$ cat src/rtl/elevator_request_scheduler.sv
// SCAN-policy request scheduler for the elevator controller.
// Synchronizes raw call buttons, latches them as pending requests, picks the
// next floor in the current sweep direction, and holds the door open for a
// fixed dwell once the car stops at the served floor.
//
// state | meaning
// ------+---------------------------------------------------------------
// WAIT  | no work, or car still moving; requested_floor holds
// PICK  | one cycle: choose next target from pending, floor, direction
// SERVE | target presented; wait for the car to stop at it
// DWELL | door open for DWELL_CYCLES, then clear the served request
module elevator_request_scheduler #(
    parameter int          NUM_FLOORS   = 10,
    parameter int          FLOOR_W      = 4,
    parameter logic [31:0] DWELL_CYCLES = 32'd20000000
) (
    input  logic                  clk,
    input  logic                  reset,
    input  logic [NUM_FLOORS-1:0] call_buttons,
    input  logic [FLOOR_W-1:0]    current_floor,
    input  logic                  idle,
    output logic [FLOOR_W-1:0]    requested_floor,
    output logic [NUM_FLOORS-1:0] pending,
    output logic                  door_open,
    output logic                  dir_up
);

    typedef enum logic [1:0] {WAIT, PICK, SERVE, DWELL} state_t;

    state_t                state, state_nxt;
    logic [NUM_FLOORS-1:0] sync1, sync2, sync3;
    logic [NUM_FLOORS-1:0] btn_edge, served_mask, clr_mask, ign_mask, pending_nxt;
    logic [31:0]           dwell_cnt, dwell_cnt_nxt;
    logic [FLOOR_W-1:0]    req_nxt, pick_floor;
    logic                  dir_nxt, door_nxt, pick_dir, pick_valid;

    assign btn_edge    = sync2 & ~sync3;
    assign served_mask = NUM_FLOORS'(1) << requested_floor;

    // Two-flop synchronizer plus a third flop for rising-edge detection.
    always_ff @(posedge clk or posedge reset) begin
        if (reset) begin
            sync1 <= '0;
            sync2 <= '0;
            sync3 <= '0;
        end else begin
            sync1 <= call_buttons;
            sync2 <= sync1;
            sync3 <= sync2;
        end
    end

    // SCAN target selection; an out-of-range current_floor compares as above every floor.
    always_comb begin
        int  cur;
        int  up_f, below_f, dn_f, above_f;
        logic up_hit, below_hit, dn_hit, above_hit;
        cur       = 32'(current_floor);
        up_f      = 0;
        below_f   = 0;
        dn_f      = 0;
        above_f   = 0;
        up_hit    = 1'b0;
        below_hit = 1'b0;
        dn_hit    = 1'b0;
        above_hit = 1'b0;
        for (int f = NUM_FLOORS - 1; f >= 0; f--) begin
            if (pending[f] && f >= cur) begin up_hit = 1'b1; up_f = f; end
            if (pending[f] && f > cur)  begin above_hit = 1'b1; above_f = f; end
        end
        for (int f = 0; f < NUM_FLOORS; f++) begin
            if (pending[f] && f < cur)  begin below_hit = 1'b1; below_f = f; end
            if (pending[f] && f <= cur) begin dn_hit = 1'b1; dn_f = f; end
        end
        pick_floor = '0;
        pick_dir   = dir_up;
        pick_valid = 1'b0;
        if (dir_up) begin
            if (up_hit) begin
                pick_floor = FLOOR_W'(up_f);
                pick_valid = 1'b1;
            end else if (below_hit) begin
                pick_floor = FLOOR_W'(below_f);
                pick_dir   = 1'b0;
                pick_valid = 1'b1;
            end
        end else begin
            if (dn_hit) begin
                pick_floor = FLOOR_W'(dn_f);
                pick_valid = 1'b1;
            end else if (above_hit) begin
                pick_floor = FLOOR_W'(above_f);
                pick_dir   = 1'b1;
                pick_valid = 1'b1;
            end
        end
    end

    // Next-state, target, direction, dwell timer and pending update.
    always_comb begin
        state_nxt     = state;
        req_nxt       = requested_floor;
        dir_nxt       = dir_up;
        dwell_cnt_nxt = dwell_cnt;
        clr_mask      = '0;
        ign_mask      = '0;
        case (state)
            WAIT: begin
                if (|pending && idle) state_nxt = PICK;
            end
            PICK: begin
                if (pick_valid) begin
                    req_nxt   = pick_floor;
                    dir_nxt   = pick_dir;
                    state_nxt = SERVE;
                end else begin
                    state_nxt = WAIT;
                end
            end
            SERVE: begin
                if (idle && current_floor == requested_floor) begin
                    state_nxt     = DWELL;
                    dwell_cnt_nxt = DWELL_CYCLES - 32'd1;
                end
            end
            DWELL: begin
                ign_mask = served_mask;
                if (dwell_cnt == 32'd0) begin
                    clr_mask  = served_mask;
                    state_nxt = |(pending & ~served_mask) ? PICK : WAIT;
                end else begin
                    dwell_cnt_nxt = dwell_cnt - 32'd1;
                end
            end
            default: state_nxt = WAIT;
        endcase
        pending_nxt = (pending & ~clr_mask) | (btn_edge & ~ign_mask);
        door_nxt    = (state_nxt == DWELL);
    end

    // Registered state and outputs.
    always_ff @(posedge clk or posedge reset) begin
        if (reset) begin
            state           <= WAIT;
            requested_floor <= '0;
            pending         <= '0;
            door_open       <= 1'b0;
            dir_up          <= 1'b1;
            dwell_cnt       <= '0;
        end else begin
            state           <= state_nxt;
            requested_floor <= req_nxt;
            pending         <= pending_nxt;
            door_open       <= door_nxt;
            dir_up          <= dir_nxt;
            dwell_cnt       <= dwell_cnt_nxt;
        end
    end

endmodule

$ cat config.mk
export PLATFORM = sky130hd
export DESIGN_NAME = elevator_request_scheduler
export DESIGN_NICKNAME = d
export VERILOG_FILES = /design/src/rtl/elevator_request_scheduler.sv
export SDC_FILE = /design/constraint.sdc
export NUM_CORES = 1
export LEC_CHECK = 0
export CAP_MARGIN = 30
export CELL_PAD_IN_SITES_DETAIL_PLACEMENT = 1
export CELL_PAD_IN_SITES_GLOBAL_PLACEMENT = 2
export CORE_UTILIZATION = 38
export CTS_BUF_LIST = sky130_fd_sc_hd__clkbuf_8
export DETAILED_ROUTE_END_ITERATION = 8
export HOLD_SLACK_MARGIN = 0.15
export PLACE_DENSITY_LB_ADDON = 0.05
export SLEW_MARGIN = 20
export SYNTH_ARGS = -nofsm -noshare
export SYNTH_HDL_FRONTEND = slang
export SYNTH_SLANG_ARGS = --single-unit
$ cat constraint.sdc
create_clock -name clk -period 3.37 [get_ports clk]
set_input_delay 0.674 -clock clk [delete_from_list [all_inputs] [get_ports clk]]
set_output_delay 0.674 -clock clk [all_outputs]
set_load 0.05 [all_outputs]
==> run summary, run 1 <==
Number of antenna violations at the first check in global routing: 0. Routability-driven placement finished with a final weighted congestion of 0.8823. The number of synthesized flops with an enable pin was 0.

The cell that appears most often on the critical path is or4_1. The tree is rooted in a clkbuf_8. The width of the chip is 109.2 um. Summed over all layers, the routed wires come to 12.79 mm. The async set-reset flop share out of synthesis was 100.0%; the share of synthesized cell area in full adder, half adder and majority cells was 0.2867%. The combinational family with the most area after synthesis was simple AND/OR/NAND/NOR gates. Summing the areas of all and, or, nand and nor instances in the mapped netlist gives 23.60% of the synthesized area. The xor/xnor cell area share of the yosys netlist is 5.820%, and the synthesized netlist net count is 499. After clock tree synthesis, the setup repair step added 0 buffers.

Static timing analysis puts the maximum clock frequency at 334.7 MHz. After synthesis, flip-flops and latches occupy 45.90% of the total area. The run gives 193 as the DRC violation total after the first TritonRoute iteration.

The number of global-route vias before repair was 3973; the number of vias after detailed routing was 3791. Setup violations remaining at the end of the flow were counted as 0. The static leakage is 1.908 nW, and the highest ir drop seen on vdd is 0.0002662 V. The worst register-to-register path begins at dwell_cnt[24]. Share of the synthesized area in compound gates (AO/OA/AOI/OAI): 19.18%.

The post-route fraction of the period consumed by the critical path was 88.66%. The largest net degree at the start of global routing is 50. Number of library cell types mapped by synthesis: 67. The area of the die came out at 11920 um2. On the critical path the largest part of the delay comes from simple AND/OR/NAND/NOR gates.

Using the TritonRoute via totals, the vias-per-cell ratio works out to 5.718. In this run the power density over the cells is 454.5 nW/um2. Dividing the detail-routed wire length by the instance count gives 19.30 um.

In this run the worst path has a maximum fanout of 7. The minimum clock period was 2.988 ns. The clock-pin slew of the registers on the worst-case setup and hold paths was 0.09 ns; the total of cells resized after clock tree synthesis was 0.

The run finished with clean final reports. Worst-margin pin slew: 0.8253 ns. In the final design database the tool counted 536 nets. Synthesis produced a netlist whose cell count is 481. The critical path launch point is dwell_cnt[24].

33 I/O pins were placed. Measured against its own limit, the worst slew margin works out to 44.92%. 0 antenna diodes ended up in the layout. The number of detailed-route iterations in the first pass is 4, and the number of max-cap violations is 0. Buffers inserted during clock tree synthesis total 9. Between clock sinks in the finished design, the worst skew comes to 0.01057 ns. The logs give 4364 um2 for the synthesized area and 46.73% for the post-route core utilization.

Global routing consumed, over all layers together, 23.68% of the routing resources. In the synthesized netlist the dominant register cell turns out to be dfrtp_1. Detailed placement finished with a half-perimeter wire length of 9.480 mm. For this run, design rule violations remaining after detail routing come to 0. The number of nets with antenna violations after routing was 0; the fraction of synthesized area in multiplexers was 1.405%. The layout overhead on the synthesized area came out at 18.12%. Measured along the y axis, the die boundary spans 109.2 um. The category of the worst setup path launch point was a register.

The initialized floorplan defines 38 standard-cell rows. The slowest cell on the critical path is or4_1. The clock passes through at most 2 buffers. The synthesis-stage register bit count is 80.

The first global-routing pass estimated 21.18 mm of wire. The signal arrival time at the worst endpoint is 3.23 ns, and the leftover overflow at the end of global routing is 0. Final count of pins violating max slew: 0. In this design, the stage delay of the slowest critical-path cell is 0.62 ns. The setup path with the least slack is of type register to register.

The worst setup path is captured at a register. The run gives 0 as the hold violation count in the final report. Setup repair after global routing left no endpoint under its margin. Together, buffers and inverters on the worst path number 0.

STA puts the critical path data required time at 3.61 ns. Hold repair after CTS inserted 0 buffers. The share of layout cells above drive strength 1 works out to 11.28%.

The clock tree synthesis step divided the H-tree into 3 levels. During synthesis, Yosys emitted a total of 0 warnings. The clock reaches the later pin of the worst-skew pair after 0.35 ns. The accumulated negative setup slack came out at 0 ns.

The type of the worst min-delay path is register to register. Buffers placed on the I/O ports in this run total 32. CTS saw 80 sinks.

The critical path goes through or4_1, or4_1, or3_1, o21ai_2, a21o_2, xor2_1, nor2_1. The core box area was 11030 um2. TritonCTS built the clock tree. Once the floorplan was initialized, standard cells occupied 39.56% of the core. The worst hold path begins at sync1[0].

Mean post-synth cell area: 9.073 um2.
-- state kept, by name, summed over array words and instances (netlist names) --
name             count
dir_up               1
door_open            1
dwell_cnt           32
pending             10
requested_floor      4
state                2
sync1               10
sync2               10
sync3               10
-- cells in the final DEF (no fill, tap or decap), types with 3 or more instances in the layout --
master and instances:
xor2_1 13, nand2_1 51, o21a_1 4, nor3_1 13, nor2_1 53, nor3b_1 5, o22ai_1 3, o311ai_0 4
clkbuf_8 9, xnor2_1 16, a21oi_1 23, clkdlybuf4s50_1 32, nand2b_1 9, o31ai_1 6, mux2i_1 5, a2111oi_2 4
or3_1 12, nand3_1 13, nand4_1 3, nand3b_1 5, or4_1 5, nor4_1 11, or2_2 3, inv_1 13
a21boi_0 6, a31oi_1 11, nor2b_1 7, dfrtp_1 79, buf_4 20, o21ai_0 22, o22a_1 4
-- metrics by stage --
| step | setup WS, ns | hold slack [ns] | total power [mW] | instances | instance area [um2] |
|---|---|---|---|---|---|
| 2_1_floorplan | 0.5041 | 0.3312 | 1.408 | 481 | 4364 |
| 3_3_place_gp | 0.1765 | 0.3318 | 1.536 | 647 | 4927 |
| 5_1_grt | 0.2192 | 0.3621 | 2.459 | 663 | 5155 |
| 4_1_cts | 0.3765 | 0.3543 | 2.365 | 663 | 5155 |
| 3_5_place_dp | 0.1411 | 0.3358 | 1.556 | 647 | 4927 |
| 6_report | 0.3823 | 0.3525 | 2.343 | 663 | 5155 |
-- cell families after synthesis --
logic type | after synthesis
AOI/OAI and AO/OA | 119
xor gates and xnor gates | 29
adders and majority gates | 1
buffers and inverters | 42
DFF | 80
muxes | 6
and+or+nand+nor | 204
-- synthesized netlist by cell type, types with 6 or more instances --
library cell | count | share of area (%)
dfrtp_1 | 79 | 45
nor2_1 | 53 | 4.6
nand2_1 | 51 | 4.4
clkbuf_1 | 25 | 2.2
a21oi_1 | 23 | 2.6
o21ai_0 | 22 | 2.5
xnor2_1 | 16 | 3.2
inv_1 | 14 | 1.2
nand3_1 | 13 | 1.5
nor3_1 | 13 | 1.5
xor2_1 | 13 | 2.6
nor4_1 | 12 | 1.7
or3_1 | 12 | 1.7
a31oi_1 | 11 | 1.6
nand2b_1 | 9 | 1.3
nor2b_1 | 7 | 1.0
a21boi_0 | 6 | 1.0
o31ai_1 | 6 | 1.0
-- path summary, 6_finish.rpt --
check / end / cells after the start / slack [ns]
max: dwell_cnt[19] / 7 / 0.38
min: sync2[0] / 0 / 0.35
max reg2reg: dwell_cnt[19] / 7 / 0.38
min reg2reg: sync2[0] / 0 / 0.35
max in group asynchronous: dwell_cnt[15] / 3 / 1.86
min in group asynchronous: sync2[9] / 2 / 0.77
-- worst reg2reg max path: stages, from the launching register on --
cell	delay, ns
dfrtp_1	0.44
or4_1	0.62
or4_1	0.55
or3_1	0.42
o21ai_2	0.39
a21o_2	0.24
xor2_1	0.17
nor2_1	0.06
-- final cells by class --
type,instances,area [um2]
fillers,1299,5876
flip-flops and latches,80,2003
clock inverters,7,103.9
multi-input cells,359,2201
repair buffers,53,490.5
clock buffers,9,123.9
inverters,15,57.56
well taps,140,175.2
-- report_power, final --
part,internal [mW],switching (mW)
Sequential,1.06,0.0926
Clock,0.426,0.381
Combinational,0.153,0.228
-- per-layer routing --
metal | up-vias | GRT usage [%] | routed length, um
met4 | 0 | 6.467 | 146
met1 | 1912 | 34.01 | 6378
met2 | 57 | 36.93 | 5898
met3 | 13 | 3.706 | 369
li1 | 1809 | - | -
met5 | - | 0 | 0
Power figures use the tool's default switching activity.
==> inputs of run 2 (changes only) <==
CAP_MARGIN = 40   (was 30)
CORE_UTILIZATION = 37   (was 38)
CTS_BUF_LIST = unset   (was sky130_fd_sc_hd__clkbuf_8)
==> run 2 against run 1 <==
  * Sequential cell count did not move
  * Total power rose by 11%
  * Final area rose by 2.0%
  * Utilization fell by 0.90 points
  * Register-to-register slack got worse by 0.04 ns
  * Clock skew rose by 0.00065 ns
==> run summary, run 2 (synthesis gave the netlist of run 1 again) <==
The data required time at the worst endpoint is 3.60 ns, and the clock-pin slew of the registers on the worst-case setup and hold paths is 0.06 ns. The tools report the maximum clock insertion buffer count as 2. The average vias per placed instance came out at 5.728. The most critical setup path has its startpoint at dwell_cnt[24]. The highest ir drop seen on vdd was 0.0003282 V; the layout filler cell count was 1302. In this run the tightest slew margin relative to its limit is 59.30%.

The number of nets with antenna violations after routing was 0; the insertion delay to the later sink of the worst-skew pair was 0.34 ns. Minimum clock period: 3.023 ns. For the number of buffers added to fix hold violations after cts, the log shows 0. In the layout the commonest cells are dfrtp_1, nor2_1, nand2_1. Leaving out fill and tap cells, the most frequent cell in the layout is dfrtp_1.

The total number of placement rows was 39. After routing the design area is 5256 um2. Height of the die: 110.6 um. After layout, the worst path uses 89.71% of the clock period. For the static leakage, the log shows 1.958 nW.

The total global routing track utilization came out at 22.32%. The clock root buffer master is clkbuf_16. The tools report the DRC violation total after the first TritonRoute iteration as 169. The post-layout worst setup margin is 0.3469 ns.

The worst register-to-register path begins at dwell_cnt[24]. Static timing analysis puts the maximum clock frequency at 330.8 MHz. Power per cell area: 494.2 nW/um2. Largest register by flop count: dwell_cnt. The worst setup path is captured at a register. The number of antenna violations at the first check in global routing is 0. OpenSTA, run right after detailed placement, puts the worst setup slack at 0.06908 ns. The category of the worst setup path launch point was a register.

For the number of vias after detailed routing, the log shows 3809. The register with the most flip-flops in the layout has 32 of them. The H-tree was split into 3 levels.

CTS sink count: 80. For this design the top-level I/O count stands at 33. The final count of pins violating max slew came out at 0.

In this run, CTS created clock tree buffers numbering 9. After detailed placement, the total cell area comes to 4936 um2. In this run the critical register-to-register path is captured at dwell_cnt[19]. Setup repair after global routing left no endpoint under its margin. The accumulated negative setup slack was 0 ns. The total of cells resized after clock tree synthesis is 0, and the core box area is 11470 um2. Of the cells placed in the final design, the portion with a size suffix greater than 1 is 11.11%. The worst register-to-register path has a depth of 7.

The tools report the end of the critical path as dwell_cnt[19]. Summed over all nets, the half-perimeter wirelength after detailed placement is 9.284 mm. The tools report the number of global-route vias before repair as 4038. The number of antenna diodes in the final layout is 0.

TritonCTS built the clock tree. Remaining routing DRC violations: 0. After the last flow step, the layout net total stands at 535. The hold violation count in the final report was 0; the post-route total power was 2.598 mW.

The layout overhead on the synthesized area is 20.44%, and the count of port buffers added during placement is 32. The first global-routing pass estimated 21.30 mm of wire. The starting utilization of the core area was 38.06%; the worst setup slack for register-to-register paths was 0.35 ns.

Entering global routing, the biggest net connects 81 pins. Across the routed clock network, the largest skew measured is 0.01122 ns. Setup violations remaining at the end of the flow were counted as 0. At the pin with the least slew margin, the transition time is 0.6049 ns. The congestion estimate from routability-driven global placement came to 0.8970. Width of the chip: 110.6 um.

The area of the die came out at 12230 um2. The logs give 4 for the number of detailed-route iterations in the first pass and 0 for the leftover overflow at the end of global routing. Across the run, the number of max-cap violations was 0. The flow ran to the end, and the final reports show no timing, DRC or antenna violations. Along the worst path, the maximum fanout reaches 7. Data on the critical path arrives at its endpoint at 3.25 ns. After detailed routing, the average wire length per cell comes to 19.43 um. The worst setup path is of the register to register kind. Post-CTS setup buffer count: 0.

For the final-layout worst hold slack, the log shows 0.3500 ns. Summed over all layers, the routed wires come to 12.92 mm. The type of the worst min-delay path was register to register.
==> run 2: routing by layer <==
metal / part of all wire [%] / global-route usage (%) / vias to the layer above
met5: 0 / 0 / -
met4: 2.4 / 9.689 / 0
met3: 3.5 / 3.952 / 24
met2: 46 / 34.49 / 74
met1: 48 / 30.73 / 1892
li1: - / - / 1819
==> run 2: critical path, stage by stage (launching register included) <==
cell and delay, ns:
dfrtp_1 0.44, or4_1 0.62, or4_1 0.54, or3_1 0.41, o21ai_2 0.43, a21o_2 0.24
xor2_1 0.18, nor2_1 0.06
==> run 2: stage by stage <==
step / util, % / instances
final: 45.84 / 665
after global routing: 45.84 / 665
after CTS: 45.84 / 665
after detailed placement: 43.04 / 649
after global placement: 43.04 / 649
after floorplan: - / 481
==> run 2: area by class of cell <==
class	count	area (um2)	share of cell area [%]
clock inverter	7	95.09	1.809
inverter	15	57.56	1.095
timing repair buffer	52	495.5	9.426
tap	143	178.9	3.404
clock buffer	9	225.2	4.285
multi-input combinational	359	2201	41.87
sequential	80	2003	38.11
==> run 2: worst min path at each step <==
stage	cells past startpoint	endpoint	start
floorplan	0	sync2[0]	sync1[0]
global placement	0	sync2[6]	sync1[6]
detailed placement	0	sync2[6]	sync1[6]
CTS	0	sync2[4]	sync1[4]
global route	0	sync2[4]	sync1[4]
finish	0	sync2[6]	sync1[6]
==> run 2: power by group <==
part	switching, mW	internal, mW
registers	0.0958	1.06
clock network	0.406	0.650
logic	0.227	0.154
total	0.729	1.87
==> inputs of run 3 (changes only) <==
clock period = 2.8 ns   (was 3.37 ns; I/O delays follow)
==> run 3 against run 2 <==
  * Hold slack worse by 0.0036 ns
  * Combinational power up 44%
  * Critical path depth down 1
  * Global-route usage up 1.1 points
  * Setup slack worse by 0.27 ns
  * Routed wire length up 5.7%
  * Clock power up 6%
  * Largest power group unchanged
==> run summary, run 3 (synthesis gave the netlist of run 1 again) <==
Max-cap violations in this run came to 0. The largest register by flop count was dwell_cnt. In the routed layout, each cell is associated on average with a via count of 5.602.

The register with the most flip-flops in the layout has 32 of them. After clock tree synthesis, the clock-pin slew on the worst setup and hold paths is 0.07 ns. Clock root buffer master: clkbuf_16. The critical path is of the register to register type. Share of layout cells above drive strength 1: 20.42%. Signal arrival time at the worst endpoint: 2.95 ns. The number of detailed-route iterations in the first pass came out at 4. The minimum clock period was 2.720 ns. The count of endpoints failing setup in the final report was 0; the worst hold path stage count was 0. For the final database, setup skew stands at 0.007529 ns.

The height of the die is 110.6 um. The commonest non-fill, non-tap cell in the layout was dfrtp_1. The worst min-delay path startpoint was sync1[1]. For the worst slew margin relative to its limit, the log shows 56.74%.

The tools report the insertion delay to the later sink of the worst-skew pair as 0.35 ns. The first global-routing pass estimated 22.43 mm of wire. The maximum fanout along the worst path was 6.

Setup repair after global routing could not meet its margin everywhere. For the remaining routing DRC violations, the log shows 0. Buffers inserted during clock tree synthesis total 9. The floorplan has 39 rows. In this run the register-to-register setup slack is 0.08 ns.

After detailed routing, the average wire length per cell comes to 18.95 um. The antenna diode instance count was 0. Width of the chip: 110.6 um.

The flow ran to the end, and the final reports show no timing, DRC or antenna violations. The final count of pins violating max slew is 0, and the power per cell area is 537.5 nW/um2. After layout, the worst path uses 97.14% of the clock period. The HPWL reported at the end of detailed placement came out at 10.20 mm.

The tools report the leftover overflow at the end of global routing as 0. STA classifies the critical path startpoint as a register. Number of antenna violations at the first check in global routing: 0.

Layout filler cell count: 1313. In this run the tool buffered the top-level ports with 32 buffer cells. The tools report the I/O pin count as 33. Once layout is complete, the cells apart from fillers number 721. In this run the post-CTS setup repair buffer count came out at 0. The tools report the global placement routability congestion as 0.8382. Entering global routing, the biggest net connects 38 pins. The floorplan step defined a die boundary enclosing 12230 um2. TritonCTS built the clock tree. In this run the static leakage power is 2.238 nW. The detail route stage leaves a number of antenna-violating nets equal to 0. The layout overhead on the synthesized area came out at 30.73%. In the final design database the tool counted 591 nets. For the starting utilization of the core area, the log shows 38.06%. For this run, the total global-route usage over all layers was measured as 23.45%. The DRC violation total after the first TritonRoute iteration was 188. Data on the critical path is required at its endpoint by 3.03 ns.

Summed over all layers, the routed wires come to 13.66 mm. For the pin with the worst max-slew slack, the measured transition is 0.6439 ns. The hold violation count in the final report was 0; the count of H-tree levels built during CTS was 3.

For the highest ir drop seen on vdd, the log shows 0.0005004 V. For the placed cell count, the log shows 705. The run gives 3.067 mW as the post-route total power. The tools report the worst hold path endpoint as sync2[1]. Accumulated negative setup slack: 0 ns.

The clock passes through at most 2 buffers. The run gives 5344 um2 as the instance area at placement. The tools report the type of destination of the critical path as a register.

The worst register-to-register path has a depth of 6. In this run the worst hold path is classified as register to register. In this run the critical register-to-register path is captured at dwell_cnt[31]. The number of global-route vias before repair was 4215; the CTS sink count was 80. Timing would allow up to 367.7 MHz.

In this run the critical register-to-register path is launched from dwell_cnt[8]. For this block, the via count after detailed routing is 4039. The total area inside the core boundary comes to 11470 um2. After routing the design area is 5705 um2. The library cells used most frequently in the layout, excluding fill and tap cells, are dfrtp_1, buf_4, nor2_1.
## run 3: per-layer routing
metal	GRT usage, %	vias to the layer above	share of wire, %
met5	0	-	0
met3	3.403	17	2.8
met2	37.60	58	48
met4	8.711	0	1.8
met1	32.17	2043	48
li1	-	1921	-
## run 3: worst max path at each step
stage | cells past startpoint | from | end | slack, ns
4_1_cts | 9 | current_floor[0] | requested_floor[1] | 0.03
3_3_place_gp | 8 | current_floor[0] | requested_floor[1] | -0.41
6_report | 6 | dwell_cnt[8] | dwell_cnt[31] | 0.08
3_5_place_dp | 8 | current_floor[0] | requested_floor[1] | -0.43
2_1_floorplan | 7 | current_floor[1] | requested_floor[2] | 0.05
5_1_grt | 8 | dwell_cnt[24] | dwell_cnt[0] | -0.01
## run 3: per-stage QoR
stage          hold slack, ns  worst slack, ns  util (%)
6_report               0.3463          0.08002     49.75
5_1_grt                0.3542         -0.01041     49.75
4_1_cts                0.3493          0.03110     49.11
3_5_place_dp           0.3356          -0.4310     46.60
3_3_place_gp           0.3317          -0.4117     46.60
2_1_floorplan          0.3312          0.04814         -
## run 3: layout make-up
type,instances,area (um2),area share (%)
Timing Repair Buffer,108,908.4,15.92
Tap cell,143,178.9,3.136
Multi-Input combinational cell,359,2277,39.91
Inverter,15,57.56,1.009
Clock inverter,7,55.05,0.9649
Clock buffer,9,225.2,3.947
Sequential cell,80,2003,35.11
## run 3: power by group
group	switching, mW	internal [mW]
Sequential	0.114	1.28
Combinational	0.301	0.248
Clock	0.512	0.611
## run 3: what timing repair did
item,4_1_cts,5_1_grt
pin swaps,0,1
setup endpoints to repair,3,10
hold buffers,0,0
gates resized for setup,1,12
## run 3: critical path, stage by stage, from the launching register on
cell and delay [ns]:
dfrtp_1 0.41, or4_4 0.58, or4_4 0.55, or3_4 0.45, a2111oi_2 0.39, xnor2_1 0.16
nor2_1 0.05
